## config.mk

```make
export PLATFORM = sky130hd
export DESIGN_NAME = uart_rx
export DESIGN_NICKNAME = d
export VERILOG_FILES = /design/src/rtl/uart_pkg.sv /design/src/rtl/uart_baud_tick.sv /design/src/rtl/uart_rx.sv
export SDC_FILE = /design/constraint.sdc
export NUM_CORES = 1
export LEC_CHECK = 0
export CAP_MARGIN = 15
export CORE_MARGIN = 5
export CORE_UTILIZATION = 45
export DETAILED_ROUTE_END_ITERATION = 7
export PLACE_DENSITY_LB_ADDON = 0.1
export SYNTH_ARGS = -nofsm -noshare
export SYNTH_HDL_FRONTEND = slang
export SYNTH_SLANG_ARGS = --single-unit
```

## constraint.sdc

```tcl
create_clock -name fast_clk -period 5.8 [get_ports fast_clk]
set_input_delay 0.58 -clock fast_clk [delete_from_list [all_inputs] [get_ports fast_clk]]
set_output_delay 0.58 -clock fast_clk [all_outputs]
set_load 0.05 [all_outputs]
```

## src/rtl/uart_pkg.sv

```systemverilog
// Shared UART constants: FSM state encoding, oversampling ratio and the
// mid-bit sample point. Reused by both the receiver and the transmitter.
package uart_pkg;

  // Oversample ticks per bit and the tick that lands in the middle of a bit.
  localparam int unsigned OVS      = 16;
  localparam int unsigned MID_TICK = 8;

  // Oversample counter values at which decisions are taken (counter is 0-based).
  localparam logic [3:0] OVS_LAST = 4'(OVS - 1);
  localparam logic [3:0] OVS_MID  = 4'(MID_TICK - 1);

  // Index of the final data bit in an 8N1 frame.
  localparam logic [2:0] LAST_BIT = 3'd7;

  typedef enum logic [2:0] {
    ST_IDLE  = 3'd0,
    ST_START = 3'd1,
    ST_DATA  = 3'd2,
    ST_STOP  = 3'd3,
    ST_BREAK = 3'd4
  } uart_state_e;

  // LSB-first reception: each new bit enters at the MSB and the register
  // shifts right, so after eight bits the first one sits in bit 0.
  function automatic logic [7:0] shift_in_lsb_first(input logic [7:0] sr,
                                                    input logic       bit_in);
    return {bit_in, sr[7:1]};
  endfunction

endpackage

```

## src/rtl/uart_baud_tick.sv

```systemverilog
// Oversample tick generator: one-cycle tick every OVS_DIV fast_clk cycles.
// A synchronous clear restarts the period so bit timing can be aligned to
// an external event such as a start-bit falling edge.
module uart_baud_tick #(
  parameter int unsigned OVS_DIV = 130
) (
  input  logic fast_clk,
  input  logic rst,
  input  logic clear,
  output logic tick
);

  localparam int unsigned CW = $clog2(OVS_DIV);
  localparam logic [CW-1:0] CNT_MAX = CW'(OVS_DIV - 1);

  logic [CW-1:0] cnt_q;
  logic [CW-1:0] cnt_d;

  // Next count: restart on clear, wrap after the last count, else advance.
  always_comb begin
    cnt_d = cnt_q;
    if (clear) begin
      cnt_d = {CW{1'b0}};
    end else if (cnt_q == CNT_MAX) begin
      cnt_d = {CW{1'b0}};
    end else begin
      cnt_d = cnt_q + CW'(1);
    end
  end

  // Counter register.
  always_ff @(posedge fast_clk or negedge rst) begin
    if (!rst) begin
      cnt_q <= {CW{1'b0}};
    end else begin
      cnt_q <= cnt_d;
    end
  end

  // The tick is suppressed in a clear cycle so the new period starts clean.
  assign tick = (cnt_q == CNT_MAX) && !clear;

endmodule

```

## src/rtl/uart_rx.sv

```systemverilog
// 8N1 UART receiver with 16x oversampling. Recovers one byte per frame,
// strobes valid for a good stop bit and frame_err for a low stop bit, then
// waits in BREAK for the line to return high before accepting a new start.
module uart_rx
  import uart_pkg::*;
#(
  parameter int unsigned OVS_DIV = 130
) (
  input  logic       fast_clk,
  input  logic       rst,
  input  logic       rx,
  output logic [7:0] data,
  output logic       valid,
  output logic       frame_err,
  output logic       busy
);

  logic        sync1_q;
  logic        sync2_q;
  logic        rx_s;

  uart_state_e state_q, state_d;
  logic [3:0]  ovs_q, ovs_d;
  logic [2:0]  bit_q, bit_d;
  logic [7:0]  shift_q, shift_d;
  logic [7:0]  data_q, data_d;
  logic        valid_q, valid_d;
  logic        ferr_q, ferr_d;
  logic        busy_q, busy_d;

  logic        clear_s;
  logic        tick_s;

  assign rx_s = sync2_q;

  // A start candidate restarts the tick period so sampling tracks the edge.
  assign clear_s = (state_q == ST_IDLE) && !rx_s;

  uart_baud_tick #(
    .OVS_DIV(OVS_DIV)
  ) u_tick (
    .fast_clk(fast_clk),
    .rst     (rst),
    .clear   (clear_s),
    .tick    (tick_s)
  );

  // Two-flop synchroniser for the asynchronous line; idles high.
  always_ff @(posedge fast_clk or negedge rst) begin
    if (!rst) begin
      sync1_q <= 1'b1;
      sync2_q <= 1'b1;
    end else begin
      sync1_q <= rx;
      sync2_q <= sync1_q;
    end
  end

  // Frame FSM: next state, counters, shift register and output strobes.
  always_comb begin
    state_d = state_q;
    ovs_d   = ovs_q;
    bit_d   = bit_q;
    shift_d = shift_q;
    data_d  = data_q;
    valid_d = 1'b0;
    ferr_d  = 1'b0;

    case (state_q)
      ST_IDLE: begin
        if (!rx_s) begin
          state_d = ST_START;
          ovs_d   = 4'd0;
        end else begin
          state_d = ST_IDLE;
        end
      end

      ST_START: begin
        if (tick_s) begin
          if (ovs_q == OVS_MID) begin
            if (rx_s) begin
              // Line went back high before mid start bit: a glitch.
              state_d = ST_IDLE;
            end else begin
              state_d = ST_DATA;
              ovs_d   = 4'd0;
              bit_d   = 3'd0;
            end
          end else begin
            ovs_d = ovs_q + 4'd1;
          end
        end else begin
          ovs_d = ovs_q;
        end
      end

      ST_DATA: begin
        if (tick_s) begin
          // 4-bit counter wraps naturally from 15 to 0 every bit period.
          ovs_d = ovs_q + 4'd1;
          if (ovs_q == OVS_LAST) begin
            shift_d = shift_in_lsb_first(shift_q, rx_s);
            bit_d   = bit_q + 3'd1;
            if (bit_q == LAST_BIT) begin
              state_d = ST_STOP;
            end else begin
              state_d = ST_DATA;
            end
          end else begin
            shift_d = shift_q;
          end
        end else begin
          ovs_d = ovs_q;
        end
      end

      ST_STOP: begin
        if (tick_s) begin
          ovs_d = ovs_q + 4'd1;
          if (ovs_q == OVS_LAST) begin
            if (rx_s) begin
              data_d  = shift_q;
              valid_d = 1'b1;
              state_d = ST_IDLE;
            end else begin
              // Low stop bit: report it, keep the previous byte, and wait
              // for the line to recover so a break is not read as frames.
              ferr_d  = 1'b1;
              state_d = ST_BREAK;
            end
          end else begin
            state_d = ST_STOP;
          end
        end else begin
          ovs_d = ovs_q;
        end
      end

      ST_BREAK: begin
        if (rx_s) begin
          state_d = ST_IDLE;
        end else begin
          state_d = ST_BREAK;
        end
      end

      default: begin
        state_d = ST_IDLE;
      end
    endcase

    busy_d = (state_d != ST_IDLE);
  end

  // State, datapath and registered outputs.
  always_ff @(posedge fast_clk or negedge rst) begin
    if (!rst) begin
      state_q <= ST_IDLE;
      ovs_q   <= 4'd0;
      bit_q   <= 3'd0;
      shift_q <= 8'h00;
      data_q  <= 8'h00;
      valid_q <= 1'b0;
      ferr_q  <= 1'b0;
      busy_q  <= 1'b0;
    end else begin
      state_q <= state_d;
      ovs_q   <= ovs_d;
      bit_q   <= bit_d;
      shift_q <= shift_d;
      data_q  <= data_d;
      valid_q <= valid_d;
      ferr_q  <= ferr_d;
      busy_q  <= busy_d;
    end
  end

  assign data      = data_q;
  assign valid     = valid_q;
  assign frame_err = ferr_q;
  assign busy      = busy_q;

endmodule

```

Word-level counts from Yosys, hierarchy flattened
Cells that the tools add are included.
{ "word_totals": {"ff_bits": 39, "word_cells": 73} }
{ "classes": {"n_addsub": 3, "n_eq_ne": 14, "muxes": 32, "reduce_logical": 13} }
{ "ops": {"columns": ["cell", "n"], "rows": [
  ["3-bit 2-to-1 mux", 12],
  ["4-bit 2-to-1 mux", 4],
  ["8-bit 2-to-1 mux", 2],
  ["3-bit case mux with 5 select lines", 1],
  ["4-bit case mux with 3 select lines", 1],
  ["1-bit 2-to-1 mux", 10],
  ["2-bit inequality test, second input constant", 5],
  ["8-bit by 1-bit adder with 8-bit output, second input constant", 1],
  ["8-bit equality test, second input constant", 1],
  ["3-bit by 2-bit equality test with 1-bit output, second input constant", 2],
  ["3-bit equality test, second input constant", 2],
  ["3-bit case mux with 2 select lines", 1],
  ["3-bit AND reduction", 2],
  ["6-bit AND reduction", 1],
  ["3-bit nonzero test", 2],
  ["4-bit by 1-bit adder with 4-bit output, second input constant", 1],
  ["4-bit by 3-bit equality test with 1-bit output, second input constant", 1],
  ["4-bit equality test, second input constant", 1],
  ["4-bit AND reduction", 1],
  ["3-bit by 1-bit adder with 3-bit output, second input constant", 1],
  ["3-bit by 1-bit equality test with 1-bit output, second input constant", 1],
  ["3-bit logical NOT", 1],
  ["1-bit logical AND", 2],
  ["1-bit logical NOT", 2],
  ["other kinds (4)", 4]
]} }

Logic depth before layout (Yosys ltp)
{ "depth": {"depth_word": 7, "depth_mapped": 7, "depth_no_buf": 6} }

Cells and area by module
A second synthesis with hierarchy kept.
{ "unflattened": {"hier_cells": 168, "hier_area_um2": 1838.0} }
{ "modules_own_cells": {"columns": ["module", "n_inst", "cells_each", "area_each_um2", "seq_area_each_um2"], "rows": [
  ["uart_rx", 1, 129, 1445.1, 778.2],
  ["uart_baud_tick", 1, 39, 392.9, 200.2]
]} }

Worst setup path after synthesis
No wires, ideal clock.
{ "synth_path": {"kind": "flip-flop to flip-flop", "from": "reg u_tick.cnt_q[4]", "to": "reg data_q[0], in the netlist data[0]", "setup_ns": 0.125, "arrival_ns": 1.710, "setup_slack_ns": 3.964, "stages_incl_launch_ff": 6, "n_path_buf": 1, "period_less_slack_ns": 1.836, "path_cell_list": "dfrtp_1 or3_4 nor4_4 and3_1 buf_6 mux2_4"} }
{ "synth_between": {"elab_chain_len": 3} }
{ "synth_rtl": {"columns": ["item", "line", "rtl"], "rows": [
  ["from (decl)", "uart_baud_tick.sv:16", "logic [CW-1:0] cnt_q;"],
  ["from (signal assigned)", "uart_baud_tick.sv:34", "cnt_q <= {CW{1'b0}};"],
  ["from (signal assigned)", "uart_baud_tick.sv:36", "cnt_q <= cnt_d;"],
  ["8-bit equality test", "uart_baud_tick.sv:41", "assign tick = (cnt_q == CNT_MAX) && !clear;"],
  ["1-bit logical AND", "uart_baud_tick.sv:41", null],
  ["4-bit AND reduction (no line)", null, null],
  ["to (signal assigned)", "uart_rx.sv:172", "data_q <= data_d;"],
  ["to (decl)", "uart_rx.sv:26", "logic [7:0] data_q, data_d;"]
]} }
Every way passes these cells.
A chain may end at the register's enable or synchronous reset.

Worst setup path in the final report
{ "layout_path": {"from": "reg u_tick.cnt_q[1]", "to": "reg busy_q, in the netlist busy"} }
{ "layout_between": {"elab_chain_len": 5, "word_cells_on_any_way": 7} }
{ "layout_rtl": {"columns": ["item", "line", "rtl"], "rows": [
  ["8-bit equality test (*)", "uart_baud_tick.sv:41", null],
  ["1-bit logical AND (*)", "uart_baud_tick.sv:41", null],
  ["3-bit 2-to-1 mux (on tied branches)", "uart_rx.sv:119, uart_rx.sv:80, uart_rx.sv:99", null],
  ["3-bit case mux with 5 select lines (*)", "uart_rx.sv:69", "case (state_q)"],
  ["3-bit nonzero test (*)", "uart_rx.sv:153", "busy_d = (state_d != ST_IDLE);"],
  ["via busy_d", "uart_rx.sv:29", "logic busy_q, busy_d;"],
  ["to (signal assigned)", "uart_rx.sv:175", "busy_q <= busy_d;"],
  ["to (decl)", "uart_rx.sv:29", null]
]} }
The timed path passes the listed nets; every way through them passes the cells marked *.

==> metrics.md <==
| Metric | Value |
|---|---|
| ANT nets after route | 0 |
| Hold_buf cts | 0 |
| Asr flop ratio synth | 1.00 |
| Setup Crit Path Kind | reg2reg |
| Finish-stage setup viols | 0 |
| Power Density | 258 nW/um^2 |
| Reg2Reg Depth | 6 |
| Slew Limit Fails | 0 |
| Worst Path Max Fanout | 7 |
| Worst EP arrival | 2.69 ns |
| Routed WL | about 3.3 mm |
| Critical register-to-register path startpoint | u_tick.cnt_q[1] |
| WL/cell | 15.6 um |
| PortBufs | 13 |
| I/O pin cnt | 14 |
| Yosys synthesis warning count | 0 |
| Critical path launch point type | flop |
| Worst R2R Setup Slack | 3.30 ns |
| First-pass GRT wire length | ~5.5 mm |
| Hold depth | 0 |
| Die Y | around 74 um |
| Pleak | between 0.9 and 1 nW |
| Syn Nets | 154 |
| Number of global-route vias before repair | 1115 |
| Placer Congestion | 0.873 |
| Area delta synth->final | 14.4% |
| Worst Hold Class | reg2reg |
| RSZ-0062 raised after global routing | no |
| Row count | 23 |
| Hold slack | 0.361 ns |
| Setup crit end kind | flop |
| Top FF cell, synth | dfrtp_1 |
| Critical-path top delay cell | nor4bb_1 |
| Crit path buf inv count | 1 |
| Die area | 5500 sq um |
| Critical R2R Capture | busy |
| Max Clock Skew | about 0.009 ns |
| HPWL after DPL | 2.27 mm |
| Grt peak-use layer | met2 |
| Longest Clk Path Bufs | 2 |
| Crit path capture | busy |
| CTS root buf | clkbuf_8 |
| Tot GR Track Use | 0.134 |
| Peak supply drop | 0.102 mV |
| GR Overflow Total | 0 |
| Initial core utilization | 0.464 |
| Syn_area_per_cell | 12.7 sq um |
| Diode count | 0 |
| Worst Tran Pin Value | 1.14 ns |
| # DRC | 0 |
| Status | complete, no violations |
| Met3 usage | 0.0338 |
| Layout cells sized above 1 | 0.188 |
| Cell variety after synth | 45 |
| Setup TNS | 0 ns |
| Nets | ~170 |
| Die X | 74.2 um |
| CTS-repair resized insts | 0 |
| Crit-path max cell delay | approximately 0.90 ns |
| Clock-pin slew on the worst setup and hold paths | 0.08 ns |
| Commonest non-fill, non-tap cell in the layout | dfrtp_1 |
| Highest-count cells in the layout ignoring fill and taps | dfrtp_1 (37), mux2_4 (13), nor2_1 (12), clkdlybuf4s50_1 (12), nand3_1 (7) |
| Number of max-cap violations | 0 |
| Largest net degree at the start of global routing | 40 |
| Total number of vias | 1161 |
| H-tree levels | 2 |
| Family with the most delay on the worst path | simple AND/OR/NAND/NOR gates |
| Stages on worst setup path | 6 |
| Crit path from | u_tick.cnt_q[1] |
| Drt pass-1 iters | 4 |
| Fin. Hold Viols | 0 |
| Worst EP required | roughly 6.0 ns |
| Iter 0 DRT Violations | 66 |
| Rel. slew slack | 0.228 |
| Post-Syn Area | roughly 1900 sq um |
| Final period util | 0.431 |
| CTS tree | done |
| Post-Syn Instances | 146 |
| FMAX | 0.400 GHz |
| EDFF count, synth | 0 |
| Initial antenna violation count | 0 |
| Number of setup buffers added after CTS | 0 |
| GRT met1 Usage | 0.181 |
| Number of vias per cell | between 5 and 6 |
| Seq cells post-synth | 39 |
| Worst skew pair latency | 0.30 ns |
| Core area | about 4000 sq um |
| # clock sinks | 39 |
| Global Route met2 Usage | 0.193 |
| Clock period minus final worst setup slack | 2.50 ns |
| CTS Buf Count | 5 |
| Seq/Total Area, Yosys | 0.528 |
| Crit-path cells | inv_1, ha_1, nor4bb_1, nand4_1, a31o_1, a2111o_1 |
## state kept, by name (all words and copies together) (netlist names)
name / flops
data: 8
shift_q: 8
u_tick.cnt_q: 8
ovs_q: 4
bit_q: 3
state_q: 3
busy: 1
frame_err: 1
rx_s: 1
sync1_q: 1
valid: 1
## worst min-delay path by stage
stage / start / endpoint
after global placement: sync1_q / rx_s
final: sync1_q / rx_s
after CTS: sync1_q / rx_s
after floorplan: rst / bit_q[0]
after global routing: sync1_q / rx_s
after detailed placement: sync1_q / rx_s
## logic make-up (layout without fill, tap and decap cells)
| family | count (synthesis) | in the layout | share of synthesized area |
|---|---|---|---|
| buffers and inverters | 11 | 25 | 0.0364 |
| AOI/OAI and AO/OA | 23 | 23 | 0.0924 |
| and+or+nand+nor | 43 | 43 | 0.142 |
| DFF | 39 | 39 | 0.528 |
| muxes | 18 | 18 | 0.135 |
| xor gates and xnor gates | 7 | 7 | 0.0331 |
| adders and majority gates | 5 | 5 | 0.0337 |
## cells in the mapped netlist (3+ instances only)
master / n / share of area
dfrtp_1: 37 / 0.50
mux2_4: 13 / 0.11
nor2_1: 12 / 0.024
nand3_1: 7 / 0.019
and3_1: 5 / 0.017
ha_1: 5 / 0.034
xor2_1: 5 / 0.024
inv_1: 4 / 0.0081
a21oi_1: 3 / 0.0081
a22o_1: 3 / 0.014
clkbuf_1: 3 / 0.0061
mux2_1: 3 / 0.018
nand4_1: 3 / 0.010
nor3_1: 3 / 0.0081
o21ai_0: 3 / 0.0081
o31ai_1: 3 / 0.012
## layer usage
metal,vias up,wire [um]
li1,556,-
met1,578,1600
met2,22,1500
met3,5,130
met4,0,46
met5,-,0
## through the flow
stage | setup WS (ns) | instances | area [sq um] | power, mW | util
2_1_floorplan | 3.96 | 146 | 1850 | 0.280 | -
3_3_place_gp | 3.54 | 202 | 1990 | 0.286 | 0.497
3_5_place_dp | 3.39 | 202 | 1990 | 0.287 | 0.497
4_1_cts | 3.37 | 210 | 2120 | 0.556 | 0.530
5_1_grt | 3.18 | 210 | 2120 | 0.570 | 0.530
6_report | 3.30 | 210 | 2120 | 0.548 | 0.530
## where the power goes
group          internal, mW  switching (mW)  total [mW]
Clock                 0.172          0.0954       0.267
Combinational       0.00124         0.00552     0.00675
Sequential            0.273        0.000917       0.274
Total                 0.446           0.102       0.548
## final cells by class
class / count / area, sq um
tap: 50 / 62.6
sequential: 39 / 978
clock buffer: 6 / 72.6
multi-input combinational: 96 / 808
clock inverter: 2 / 60.1
timing repair buffer: 13 / 125
inverter: 4 / 15.0
fill: 344 / 1880
(Power assumes the default switching activity.)
